## src/rtl/imem_port_arbiter_if.sv

```systemverilog
// Shared-memory port bundle: IF fetch, DM load/store, memory side.
// Arbiter uses the slave view; requesters/memory use master.
interface imem_port_arbiter_if #(
  parameter int ADDR_W = 12,
  parameter int CNT_W  = 16
);
  logic              if_req;
  logic [ADDR_W-1:0] if_addr;
  logic              if_gnt;
  logic              if_rvalid;
  logic [31:0]       if_rdata;
  logic              PC_write_enable;
  logic              dm_req;
  logic              dm_we;
  logic [ADDR_W-1:0] dm_addr;
  logic [31:0]       dm_wdata;
  logic              dm_gnt;
  logic              dm_rvalid;
  logic [31:0]       dm_rdata;
  logic              mem_en;
  logic              mem_we;
  logic [ADDR_W-1:0] mem_addr;
  logic [31:0]       mem_wdata;
  logic [31:0]       mem_rdata;
  logic [CNT_W-1:0]  conflict_count;

  modport slave (
    input  if_req, if_addr,
    input  dm_req, dm_we, dm_addr, dm_wdata,
    input  mem_rdata,
    output if_gnt, if_rvalid, if_rdata,
    output PC_write_enable,
    output dm_gnt, dm_rvalid, dm_rdata,
    output mem_en, mem_we, mem_addr, mem_wdata,
    output conflict_count
  );

  modport master (
    output if_req, if_addr,
    output dm_req, dm_we, dm_addr, dm_wdata,
    output mem_rdata,
    input  if_gnt, if_rvalid, if_rdata,
    input  PC_write_enable,
    input  dm_gnt, dm_rvalid, dm_rdata,
    input  mem_en, mem_we, mem_addr, mem_wdata,
    input  conflict_count
  );
endinterface

```

## src/rtl/imem_port_arbiter.sv

```systemverilog
// IF/DM arbiter for one synchronous-read memory port.
// DM has priority; a starvation counter bounds IF stall.
module imem_port_arbiter #(
  parameter int ADDR_W       = 12,
  parameter int STARVE_LIMIT = 3,
  parameter int CNT_W        = 16
) (
  input logic CLK,
  input logic RESET,
  imem_port_arbiter_if.slave bus
);

  typedef enum logic [1:0] {
    OWN_NONE = 2'd0,
    OWN_IF   = 2'd1,
    OWN_DM   = 2'd2
  } owner_e;

  localparam logic [3:0] LIMIT = 4'(STARVE_LIMIT);

  owner_e           r_owner;
  owner_e           w_owner_nxt;
  logic [3:0]       r_starve;
  logic [CNT_W-1:0] r_conflict;
  logic             w_sat;
  logic             w_if_sel;
  logic             w_dm_sel;
  logic             w_if_gnt;
  logic             w_dm_gnt;
  logic             w_both;

  assign w_both = bus.if_req & bus.dm_req;

  // Winner select: DM first unless IF has waited STARVE_LIMIT cycles.
  always_comb begin
    w_sat    = (r_starve == LIMIT);
    w_if_sel = bus.if_req & (~bus.dm_req | w_sat);
    w_dm_sel = bus.dm_req & ~w_if_sel;
    w_if_gnt = 1'b0;
    w_dm_gnt = 1'b0;
    if (!RESET) begin
      unique case (1'b1)
        w_if_sel: w_if_gnt = 1'b1;
        w_dm_sel: w_dm_gnt = 1'b1;
        default:  ;
      endcase
    end
  end

  // Read-owner state register.
  always_ff @(posedge CLK) begin
    r_owner <= w_owner_nxt;
  end

  // Next owner: whoever issued a read this cycle.
  always_comb begin
    w_owner_nxt = OWN_NONE;
    unique case (1'b1)
      RESET:                   w_owner_nxt = OWN_NONE;
      w_if_gnt:                w_owner_nxt = OWN_IF;
      w_dm_gnt && !bus.dm_we:  w_owner_nxt = OWN_DM;
      default:                 w_owner_nxt = OWN_NONE;
    endcase
  end

  // Memory port mux and return routing.
  always_comb begin
    bus.mem_en    = w_if_gnt | w_dm_gnt;
    bus.mem_we    = w_dm_gnt & bus.dm_we;
    bus.mem_addr  = '0;
    bus.mem_wdata = '0;
    unique case (1'b1)
      w_if_gnt: bus.mem_addr = bus.if_addr;
      w_dm_gnt: begin
        bus.mem_addr  = bus.dm_addr;
        bus.mem_wdata = bus.dm_wdata;
      end
      default: ;
    endcase
    bus.if_gnt          = w_if_gnt;
    bus.dm_gnt          = w_dm_gnt;
    bus.PC_write_enable = w_if_gnt;
    bus.if_rvalid       = (r_owner == OWN_IF) & ~RESET;
    bus.dm_rvalid       = (r_owner == OWN_DM) & ~RESET;
    bus.if_rdata        = bus.mem_rdata;
    bus.dm_rdata        = bus.mem_rdata;
    bus.conflict_count  = r_conflict;
  end

  // Consecutive IF denials, clamped at the limit.
  always_ff @(posedge CLK) begin
    if (RESET) begin
      r_starve <= 4'd0;
    end else if (!bus.if_req || w_if_gnt) begin
      r_starve <= 4'd0;
    end else if (w_dm_gnt && (r_starve < LIMIT)) begin
      r_starve <= r_starve + 4'd1;
    end
  end

  // Saturating contention counter.
  always_ff @(posedge CLK) begin
    if (RESET) begin
      r_conflict <= '0;
    end else if (w_both && (r_conflict != '1)) begin
      r_conflict <= r_conflict + 1'b1;
    end
  end

endmodule

```

## src/flat_wrapper.sv

```systemverilog
// flat-port wrapper written by rule: the top's interface ports become plain ports
module imem_port_arbiter_flat 
#(
  parameter int ADDR_W       = 12,
  parameter int STARVE_LIMIT = 3,
  parameter int CNT_W        = 16
)
  (CLK, RESET, bus_if_req, bus_if_addr, bus_dm_req, bus_dm_we, bus_dm_addr, bus_dm_wdata, bus_mem_rdata, bus_if_gnt, bus_if_rvalid, bus_if_rdata, bus_PC_write_enable, bus_dm_gnt, bus_dm_rvalid, bus_dm_rdata, bus_mem_en, bus_mem_we, bus_mem_addr, bus_mem_wdata, bus_conflict_count);
  imem_port_arbiter_if #(.ADDR_W(ADDR_W), .CNT_W(CNT_W)) bus_i ();
  input logic CLK;
  input logic RESET;
  input wire logic [$bits(bus_i.if_req)-1:0] bus_if_req;
  input wire logic [$bits(bus_i.if_addr)-1:0] bus_if_addr;
  input wire logic [$bits(bus_i.dm_req)-1:0] bus_dm_req;
  input wire logic [$bits(bus_i.dm_we)-1:0] bus_dm_we;
  input wire logic [$bits(bus_i.dm_addr)-1:0] bus_dm_addr;
  input wire logic [$bits(bus_i.dm_wdata)-1:0] bus_dm_wdata;
  input wire logic [$bits(bus_i.mem_rdata)-1:0] bus_mem_rdata;
  output wire logic [$bits(bus_i.if_gnt)-1:0] bus_if_gnt;
  output wire logic [$bits(bus_i.if_rvalid)-1:0] bus_if_rvalid;
  output wire logic [$bits(bus_i.if_rdata)-1:0] bus_if_rdata;
  output wire logic [$bits(bus_i.PC_write_enable)-1:0] bus_PC_write_enable;
  output wire logic [$bits(bus_i.dm_gnt)-1:0] bus_dm_gnt;
  output wire logic [$bits(bus_i.dm_rvalid)-1:0] bus_dm_rvalid;
  output wire logic [$bits(bus_i.dm_rdata)-1:0] bus_dm_rdata;
  output wire logic [$bits(bus_i.mem_en)-1:0] bus_mem_en;
  output wire logic [$bits(bus_i.mem_we)-1:0] bus_mem_we;
  output wire logic [$bits(bus_i.mem_addr)-1:0] bus_mem_addr;
  output wire logic [$bits(bus_i.mem_wdata)-1:0] bus_mem_wdata;
  output wire logic [$bits(bus_i.conflict_count)-1:0] bus_conflict_count;
  assign bus_i.if_req = bus_if_req;
  assign bus_i.if_addr = bus_if_addr;
  assign bus_i.dm_req = bus_dm_req;
  assign bus_i.dm_we = bus_dm_we;
  assign bus_i.dm_addr = bus_dm_addr;
  assign bus_i.dm_wdata = bus_dm_wdata;
  assign bus_i.mem_rdata = bus_mem_rdata;
  assign bus_if_gnt = bus_i.if_gnt;
  assign bus_if_rvalid = bus_i.if_rvalid;
  assign bus_if_rdata = bus_i.if_rdata;
  assign bus_PC_write_enable = bus_i.PC_write_enable;
  assign bus_dm_gnt = bus_i.dm_gnt;
  assign bus_dm_rvalid = bus_i.dm_rvalid;
  assign bus_dm_rdata = bus_i.dm_rdata;
  assign bus_mem_en = bus_i.mem_en;
  assign bus_mem_we = bus_i.mem_we;
  assign bus_mem_addr = bus_i.mem_addr;
  assign bus_mem_wdata = bus_i.mem_wdata;
  assign bus_conflict_count = bus_i.conflict_count;
  imem_port_arbiter #(.ADDR_W(ADDR_W), .STARVE_LIMIT(STARVE_LIMIT), .CNT_W(CNT_W)) u_core (.CLK(CLK), .RESET(RESET), .bus(bus_i));
endmodule
```

## config.mk

```make
export PLATFORM = sky130hd
export DESIGN_NAME = imem_port_arbiter_flat
export DESIGN_NICKNAME = d
export VERILOG_FILES = /design/src/rtl/imem_port_arbiter_if.sv /design/src/rtl/imem_port_arbiter.sv /design/src/flat_wrapper.sv
export SDC_FILE = /design/constraint.sdc
export NUM_CORES = 1
export LEC_CHECK = 0
export CAP_MARGIN = 5
export CELL_PAD_IN_SITES_DETAIL_PLACEMENT = 0
export CELL_PAD_IN_SITES_GLOBAL_PLACEMENT = 1
export CORE_ASPECT_RATIO = 0.5
export CORE_MARGIN = 5
export CORE_UTILIZATION = 17
export CTS_CLUSTER_SIZE = 8
export DETAILED_ROUTE_END_ITERATION = 6
export GPL_ROUTABILITY_DRIVEN = 0
export MAX_ROUTING_LAYER = met4
export PLACE_DENSITY = 0.79
export SETUP_SLACK_MARGIN = 0.02
export SYNTH_ARGS = -nofsm -noshare
export SYNTH_HDL_FRONTEND = slang
export SYNTH_SLANG_ARGS = --single-unit
```

## constraint.sdc

```tcl
create_clock -name CLK -period 2.45 [get_ports CLK]
set_input_delay 0.3675 -clock CLK [delete_from_list [all_inputs] [get_ports CLK]]
set_output_delay 0.3675 -clock CLK [all_outputs]
set_load 0.005 [all_outputs]
```

# ---- After elaboration in Yosys (flattened, before gate mapping)
# Index checks and enable logic that the tools add are counted.
dict set report totals {
  ff_bits 22
  output_inout_bits 131
  wordCells 35
}
dict set report op_classes {
  addsub 2
  order_cmp 1
  eq_ne 4
  mux 7
  n_bitwise 11
  n_reduce_logical 7
}
# operator n
set ops {}
lappend ops {{two-way mux 32 bit} 1}
lappend ops {{one-hot mux 12 bit (2 select lines)} 1}
lappend ops {{adder 16 x 1 -> 16 bit, second input constant} 1}
lappend ops {{inequality test 16 bit, second input constant} 1}
lappend ops {{bitwise AND 1 bit} 6}
lappend ops {{adder 4 x 1 -> 4 bit, second input constant} 1}
lappend ops {{== test 4 x 2 -> 1 bit, second input constant} 1}
lappend ops {{< comparator 4 x 2 -> 1 bit, second input constant} 1}
lappend ops {{two-way mux 1 bit} 4}
lappend ops {{one-hot mux 2 bit (2 select lines)} 1}
lappend ops {{logical AND 1 bit} 3}
lappend ops {{inverter 1 bit} 3}
lappend ops {{== test 2 x 1 -> 1 bit, second input constant} 1}
lappend ops {{== test 2 bit, second input constant} 1}
lappend ops {{zero test 1 bit} 2}
lappend ops {{bitwise OR 1 bit} 2}
lappend ops {{OR reduction 2 bit} 1}
lappend ops {{logical OR 1 bit} 1}

# ---- Longest topological paths before layout
# Gate-level depths: netlist (run 1).
dict set report depth {
  ltp_word 9
  ltp_mapped 6
  ltp_nobuf 5
}

# ---- Least setup slack after synthesis (run 1)
# No wires, ideal clock.
dict set report synth_timing {
  path_kind {register to output}
  startpoint {register u_core.r_starve[0]}
  endpoint {output port bus_mem_addr[10]}
  arrival_ns 1.590
  required_ns 2.082
  setup_slack_ns 0.492
  path_stages_with_launch 7
  cell_sequence {dfxtp_1 -> ha_1 -> and3_1 -> a21oi_1 -> clkbuf_1 -> clkbuf_1 -> a22o_1}
}
dict set report synth_between {
  elab_chain_cells 8
}
# element line
set synth_rtl {}
lappend synth_rtl {{from (decl)} imem_port_arbiter.sv:23} ;# logic [3:0] r_starve;
lappend synth_rtl {{from (signal assigned)} imem_port_arbiter.sv:97} ;# r_starve <= r_starve + 4'd1;
lappend synth_rtl {{== test 4 x 2 -> 1 bit *} imem_port_arbiter.sv:36} ;# w_sat = (r_starve == LIMIT);
lappend synth_rtl {{bitwise OR 1 bit *} imem_port_arbiter.sv:37} ;# w_if_sel = bus.if_req & (~bus.dm_req | w_sat);
lappend synth_rtl {{bitwise AND 1 bit *} imem_port_arbiter.sv:37}
lappend synth_rtl {{inverter 1 bit} imem_port_arbiter.sv:38} ;# w_dm_sel = bus.dm_req & ~w_if_sel;
lappend synth_rtl {{bitwise AND 1 bit} imem_port_arbiter.sv:38}
lappend synth_rtl {{two-way mux 1 bit} imem_port_arbiter.sv:42} ;# unique case (1'b1)
lappend synth_rtl {{two-way mux 1 bit} imem_port_arbiter.sv:41} ;# if (!RESET) begin
lappend synth_rtl {{one-hot mux 12 bit (2 select lines) *} imem_port_arbiter.sv:72} ;# unique case (1'b1)
lappend synth_rtl {{to (decl)} flat_wrapper.sv:28} ;# output wire logic [$bits(bus_i.mem_addr)-1:0] bus_mem_addr;
# Mark *: on every way between the ends. The rest lies on a longest branch, timed or not.

# ---- Final worst setup path (run 1)
dict set report layout_timing {
  startpoint {register u_core.r_starve[0]}
  endpoint {output port bus_mem_wdata[24]}
}
dict set report layout_between {
  elab_chain_cells 8
}
# element line
set layout_rtl {}
lappend layout_rtl {{== test 4 x 2 -> 1 bit} imem_port_arbiter.sv:36}
lappend layout_rtl {{bitwise OR 1 bit} imem_port_arbiter.sv:37}
lappend layout_rtl {{bitwise AND 1 bit} imem_port_arbiter.sv:37}
lappend layout_rtl {{inverter 1 bit} imem_port_arbiter.sv:38}
lappend layout_rtl {{bitwise AND 1 bit} imem_port_arbiter.sv:38}
lappend layout_rtl {{two-way mux 1 bit} imem_port_arbiter.sv:42}
lappend layout_rtl {{two-way mux 1 bit} imem_port_arbiter.sv:41}
lappend layout_rtl {{two-way mux 32 bit} imem_port_arbiter.sv:72}
lappend layout_rtl {{to (decl)} flat_wrapper.sv:29} ;# output wire logic [$bits(bus_i.mem_wdata)-1:0] bus_mem_wdata;
# No other way between the ends.

==> results.py, run 1 <==
metrics = {
    "synth": {
        "synth_edf_count": 0,
        "synth_most_common_cell": "buf_4",
        "synthArstFlopShare": 0,
        "synthesis.area_sq_um": 1950,
        "syn-num-nets": 342,
        "yosysSeqAreaShare": 0.226,
        "synth.avg_cell_area_sq_um": 7.89,
        "synthTopCellsByCount": "buf_4 (65), and2_1 (33), dfxtp_1 (22), nor2_1 (14), a22o_1 (12)",
        "synth_top_area_frac": 0.250,
        "synth_area_leaders": "buf_4 (25%), dfxtp_1 (23%), and2_1 (11%), a22o_1 (5.4%), a21oi_1 (2.8%)",
        "synth_top_area_cell": "buf_4",
        "syn_inst": 247,
        "yosys_warnings": 0,
        "ys_ff_latch": 22,
        "synth_cell_types": 40,
        "ys.flop_type": "dfxtp_1",
    },
    "place": {
        "io_buffers": 127,
        "place_area_sq_um": 2960,
        "placed_cells_incl_taps": 454,
        "dp_hpwl_mm": 4.82,
    },
    "worst_hold_path": {
        "min_to": "u_core.r_starve[2]",
        "min_from": "u_core.r_starve[2]",
        "min_path_cells": 2,
        "hold_path.class": "register to register",
    },
    "sta": {
        "hold_ws_ps": 454,
        "rsz0062_at_grt": "false",
        "hold_viol_final": 0,
        "period_share": 0.952,
        "tns_ps": 0,
        "fin_crit_ps": 2330,
        "worst_clock_skew_ps": 2.20,
        "max_freq_ghz": 0.429,
        "slew_violations": 0,
        "worst_pin_slew_ps": 566,
        "max_slew_margin": 0.619,
        "setup_viol": 0,
    },
    "critical_path": {
        "end_kind": "output port",
        "r2r_slack_ps": 500,
        "regToRegStartpoint": "u_core.bus.conflict_count[5]",
        "crit_chain": "ha_1 > and3_4 > a21oi_4 > buf_6 > and2_1 > clkdlybuf4s50_1",
        "cp.arrival_ps": 1970,
        "r2r_end": "u_core.bus.conflict_count[13]",
        "startpoint_type": "register",
        "r2r_cells": 4,
        "slowest_stage": "clkdlybuf4s50_1",
        "max_stage_delay_ps": 510,
        "crit_required_ps": 2080,
        "criticalPathCategory": "register to output port",
        "cp_max_fo": 13,
    },
    "drt": {
        "dr.pass1.iters": 4,
        "via_per_inst": 4.02,
        "wl_mm": 6.18,
        "route.detailed.drc": 0,
        "vias": 1852,
        "wl_per_cell_um": 13.4,
        "ant_nets": 0,
        "drtIter0Drc": 134,
    },
    "clock_network": {
        "clock_latency_ps": 250,
        "cts_tree": "built",
        "cts_sinks": 22,
        "htreeDepth": 1,
        "clk_pin_slew_ps": 60,
        "ctsHoldBuffers": 0,
        "root_buffer": "clkbuf_16",
        "numCtsBuffers": 3,
        "clockBufferDepth": 2,
    },
    "floorplanning": {
        "ios": 224,
        "coreArea_sq_um": 11100,
        "die_width_um": 161,
        "start_util": 0.176,
        "rows": 27,
        "fp.dieH_um": 85.7,
        "die_area_sq_um": 13800,
    },
    "cells_and_area": {
        "syn_to_final_growth_pct": 64.7,
        "stdcell_count": 461,
        "nets": 412,
        "drive_gt1_frac": 0.0949,
        "n_antenna_cell": 0,
        "design_area_sq_um": 3210,
        "nFillCells": 1188,
    },
    "power_and_ir_drop": {
        "vdd_drop_max_uv": 220,
        "pwr-share-clk": 0.376,
        "power_leakage_uw": 0.00172,
        "p_seq_frac": 0.365,
        "swShare": 0.206,
        "p_int_uw": 794,
        "combPwrFrac": 0.259,
        "power_uw": 1000,
        "p_switching_uw": 206,
        "cellPowerDensity_nw_per_um2": 312,
    },
    "global_routing": {
        "grt_max_degree": 23,
        "grt_pass1_vias": 1883,
        "gr-total-overflow": 0,
        "grt_pass1_wl_mm": 9.38,
        "antenna_found_initial": 0,
        "grt_usage": 0.0850,
    },
    "flow_run": {
        "maxCapViolations": 0,
    },
    "outcome": {
        "outcome": "finished, final reports clean",
    },
}
## worst max path at each step
| stage | start | end | slack, ps | depth (start not counted) |
|---|---|---|---|---|
| CTS | u_core.r_starve[0] | bus_mem_wdata[16] | 9 | 7 |
| detailed placement | bus_dm_req | bus_mem_addr[7] | -10 | 6 |
| global placement | bus_dm_req | bus_mem_addr[7] | -7 | 6 |
| finish | u_core.r_starve[0] | bus_mem_wdata[24] | 120 | 6 |
| global route | u_core.r_starve[0] | bus_mem_wdata[26] | 20 | 6 |
| floorplan | u_core.r_starve[0] | bus_mem_addr[10] | 490 | 6 |
## layout make-up
cell class	instances	area, sq um	share of cell area
multi-input combinational	144	966	0.301
sequential	22	440	0.137
tap	145	181	0.0565
timing repair buffer	140	1510	0.471
clock buffer	4	88.8	0.0277
inverter	6	22.5	0.00702
## power groups by stage
stage	sequential [uW]	combinational [uW]	clock [uW]
6_report	365	259	376
5_1_grt	365	279	406
4_1_cts	365	270	386
3_5_place_dp	373	258	0
3_3_place_gp	373	258	0
2_1_floorplan	372	151	0
## cell families (layout without fill, tap and decap cells)
kind of cell | Yosys count | after routing | share of synthesized area
AND/OR/NAND/NOR | 96 | 96 | 0.292
flip-flops | 22 | 22 | 0.226
buffers and inverters | 81 | 150 | 0.290
adder cells (fa/ha/maj) | 2 | 2 | 0.0128
multiplexers | 5 | 5 | 0.0276
XOR/XNOR | 1 | 1 | 0.00450
AO/OA/AOI/OAI | 40 | 40 | 0.147
## what timing repair did
action / CTS / global route
gates cloned: 1 / 0
pin swaps: 1 / 0
gates resized for setup: 9 / 39
setup endpoints to repair: 45 / 37
setup buffers: 2 / 0
## per-stage QoR
| step | setup WS (ps) | util |
|---|---|---|
| final | 117 | 0.290 |
| after global routing | 20.6 | 0.290 |
| after CTS | 9.27 | 0.280 |
| after detailed placement | -13.3 | 0.267 |
| after global placement | -6.98 | 0.267 |
| after floorplan | 492 | - |
## metal layers
metal  vias up  part of all wire  track usage
met5         -                 0            -
met4         0             0.012       0.0279
met3        10             0.051       0.0158
met2        63              0.54        0.158
met1       848              0.39       0.0925
li1        931                 -            -
## cell usage in the layout, fill, tap and decap left out, types with 4 or more instances in the layout
cell             count
clkdlybuf4s50_1     87
dlymetal6s2s_1      36
and2_1              33
dfxtp_1             22
nor2_1              14
a22o_1              12
a21oi_1             10
nand2_1              9
buf_4                7
inv_1                6
nand3_1              5
nor2b_1              4
nor3_1               4
o21ai_0              4
or3_1                4
dlygate4sd2_1        4
## registers in the layout (all words and copies together) (netlist names)
signal,flops
u_core.r_owner,2
u_core.bus.conflict_count,16
u_core.r_starve,4
## worst max-delay path: cells and delay by family, from the launching register on
kind,cells,cell delay (ps)
buffers and inverters,2,670
AO/OA/AOI/OAI,1,180
adder cells (fa/ha/maj),1,210
flip-flops,1,320
AND/OR/NAND/NOR,2,320
(Power assumes the default switching activity.)
==> run 2, diff against run 1 <==
--- a/config.mk
+++ b/config.mk
@@ -11,6 +11,7 @@
 export CORE_ASPECT_RATIO = 0.5
 export CORE_MARGIN = 5
 export CORE_UTILIZATION = 17
+export CTS_BUF_LIST = sky130_fd_sc_hd__clkbuf_16
 export CTS_CLUSTER_SIZE = 8
 export DETAILED_ROUTE_END_ITERATION = 6
 export GPL_ROUTABILITY_DRIVEN = 0
==> run 2 against run 1 <==
  * Global-route usage shrank 0.13 points
  * Sequential power is essentially flat
  * Design area shrank 0.39%
  * Non-clock buffer count is the same
  * First-iteration DRC count shrank 8.2%
  * Combinational power is essentially flat
  * Largest power group is now registers
  * Power shrank 2.9%
  * Worst hold slack is essentially flat
==> results.py, run 2 (synthesis results as in run 1) <==
metrics = {
    "power_and_ir_drop": {
        "power_uw": 971,
        "cellPowerDensity_nw_per_um2": 304,
        "p_seq_frac": 0.376,
        "pwr-share-clk": 0.357,
        "p_int_uw": 763,
        "swShare": 0.215,
        "vdd_drop_max_uv": 300,
        "power_leakage_uw": 0.00170,
        "combPwrFrac": 0.267,
        "p_switching_uw": 208,
    },
    "worst_hold_path": {
        "min_path_cells": 2,
        "min_from": "u_core.r_starve[2]",
        "hold_path.class": "register to register",
        "min_to": "u_core.r_starve[2]",
    },
    "floorplanning": {
        "ios": 224,
        "fp.dieH_um": 85.7,
        "die_width_um": 161,
        "rows": 27,
        "start_util": 0.176,
        "die_area_sq_um": 13800,
        "coreArea_sq_um": 11100,
    },
    "sta": {
        "max_freq_ghz": 0.429,
        "worst_clock_skew_ps": 2.56,
        "setup_slack_ps": 120,
        "rsz0062_at_grt": "false",
        "hold_viol_final": 0,
        "period_share": 0.951,
        "slew_violations": 0,
        "fin_crit_ps": 2330,
        "worst_pin_slew_ps": 549,
        "setup_viol": 0,
        "hold_ws_ps": 454,
        "max_slew_margin": 0.631,
    },
    "drt": {
        "dr.pass1.iters": 4,
        "ant_nets": 0,
        "wl_mm": 6.12,
        "wl_per_cell_um": 13.3,
        "drtIter0Drc": 123,
        "vias": 1862,
        "via_per_inst": 4.04,
        "route.detailed.drc": 0,
    },
    "cells_and_area": {
        "syn_to_final_growth_pct": 64.1,
        "stdcell_count": 461,
        "drive_gt1_frac": 0.0918,
        "n_antenna_cell": 0,
        "nets": 412,
        "design_area_sq_um": 3200,
        "nFillCells": 1191,
        "largest_reg_flops": 16,
        "layout_commonest_cell": "clkdlybuf4s50_1",
        "final_cell_mix": "clkdlybuf4s50_1 (88), dlymetal6s2s_1 (35), and2_1 (33)",
    },
    "critical_path": {
        "end_kind": "output port",
        "cp_max_fo": 13,
        "r2r_cells": 4,
        "regToRegStartpoint": "u_core.bus.conflict_count[5]",
        "crit_required_ps": 2080,
        "r2r_end": "u_core.bus.conflict_count[13]",
        "r2r_slack_ps": 500,
        "criticalPathCategory": "register to output port",
        "cp.arrival_ps": 1960,
        "startpoint_type": "register",
    },
    "place": {
        "place_area_sq_um": 2960,
        "post-place-ws_ps": -13.3,
        "placed_cells_incl_taps": 454,
        "dp_hpwl_mm": 4.82,
        "io_buffers": 127,
    },
    "clock_network": {
        "clk_pin_slew_ps": 60,
        "clock_latency_ps": 250,
        "ctsHoldBuffers": 0,
        "numCtsBuffers": 3,
        "root_buffer": "clkbuf_16",
        "htreeDepth": 1,
        "cts_sinks": 22,
        "cts_tree": "built",
        "clockBufferDepth": 2,
    },
    "flow_run": {
        "maxCapViolations": 0,
    },
    "global_routing": {
        "grt_pass1_wl_mm": 9.32,
        "grt_pass1_vias": 1865,
        "gr-total-overflow": 0,
        "antenna_found_initial": 0,
        "grt_usage": 0.0837,
        "grt_max_degree": 23,
    },
    "outcome": {
        "outcome": "finished, final reports clean",
    },
}
[run 2: power groups by stage]
stage / registers (uW) / logic (uW) / clock network (uW)
after floorplan: 372 / 151 / 0
after global placement: 373 / 258 / 0
after detailed placement: 373 / 258 / 0
after CTS: 365 / 270 / 353
after global routing: 365 / 279 / 370
final: 365 / 259 / 347
[run 2: repair_timing]
action / in CTS / in global routing
setup buffers: 2 / 0
endpoints found under the setup margin: 45 / 37
cloned: 1 / 0
resized for setup: 9 / 38
pin swaps: 1 / 0
[run 2: critical path, stage by stage, from the launching register on]
cell	delay (ps)
dfxtp_1	320
ha_1	210
and3_4	200
a21oi_4	180
buf_6	160
and2_1	120
clkdlybuf4s50_1	510
[run 2: worst max-delay path by stage]
| stage | from | cells after the start | slack (ps) | to |
|---|---|---|---|---|
| 5_1_grt | u_core.r_starve[0] | 6 | 20 | bus_mem_wdata[23] |
| 6_report | u_core.r_starve[0] | 6 | 120 | bus_mem_wdata[23] |
| 3_5_place_dp | bus_dm_req | 6 | -10 | bus_mem_addr[7] |
| 4_1_cts | u_core.r_starve[0] | 7 | 10 | bus_mem_wdata[16] |
| 2_1_floorplan | u_core.r_starve[0] | 6 | 490 | bus_mem_addr[10] |
| 3_3_place_gp | bus_dm_req | 6 | -7 | bus_mem_addr[7] |
[run 2: per-stage QoR]
stage,TNS (ps),utilization
2_1_floorplan,0,-
3_3_place_gp,-6.98,0.267
3_5_place_dp,-19.8,0.267
4_1_cts,0,0.280
5_1_grt,0,0.289
6_report,0,0.289
[run 2: layout make-up]
class	count	area, sq um	share of cell area
clock buffer	3	75.1	0.0235
clock inverter	1	3.75	0.00117
inverter	6	22.5	0.00705
multi-input combinational	144	966	0.302
sequential	22	440	0.138
tap	145	181	0.0568
timing repair buffer	140	1510	0.472
[run 2: per-layer routing]
| metal | share of wire | global-route usage | vias to the layer above |
|---|---|---|---|
| li1 | - | - | 933 |
| met3 | 0.053 | 0.0158 | 12 |
| met4 | 0.013 | 0.0224 | 0 |
| met2 | 0.54 | 0.156 | 68 |
| met5 | 0 | - | - |
| met1 | 0.40 | 0.0922 | 849 |
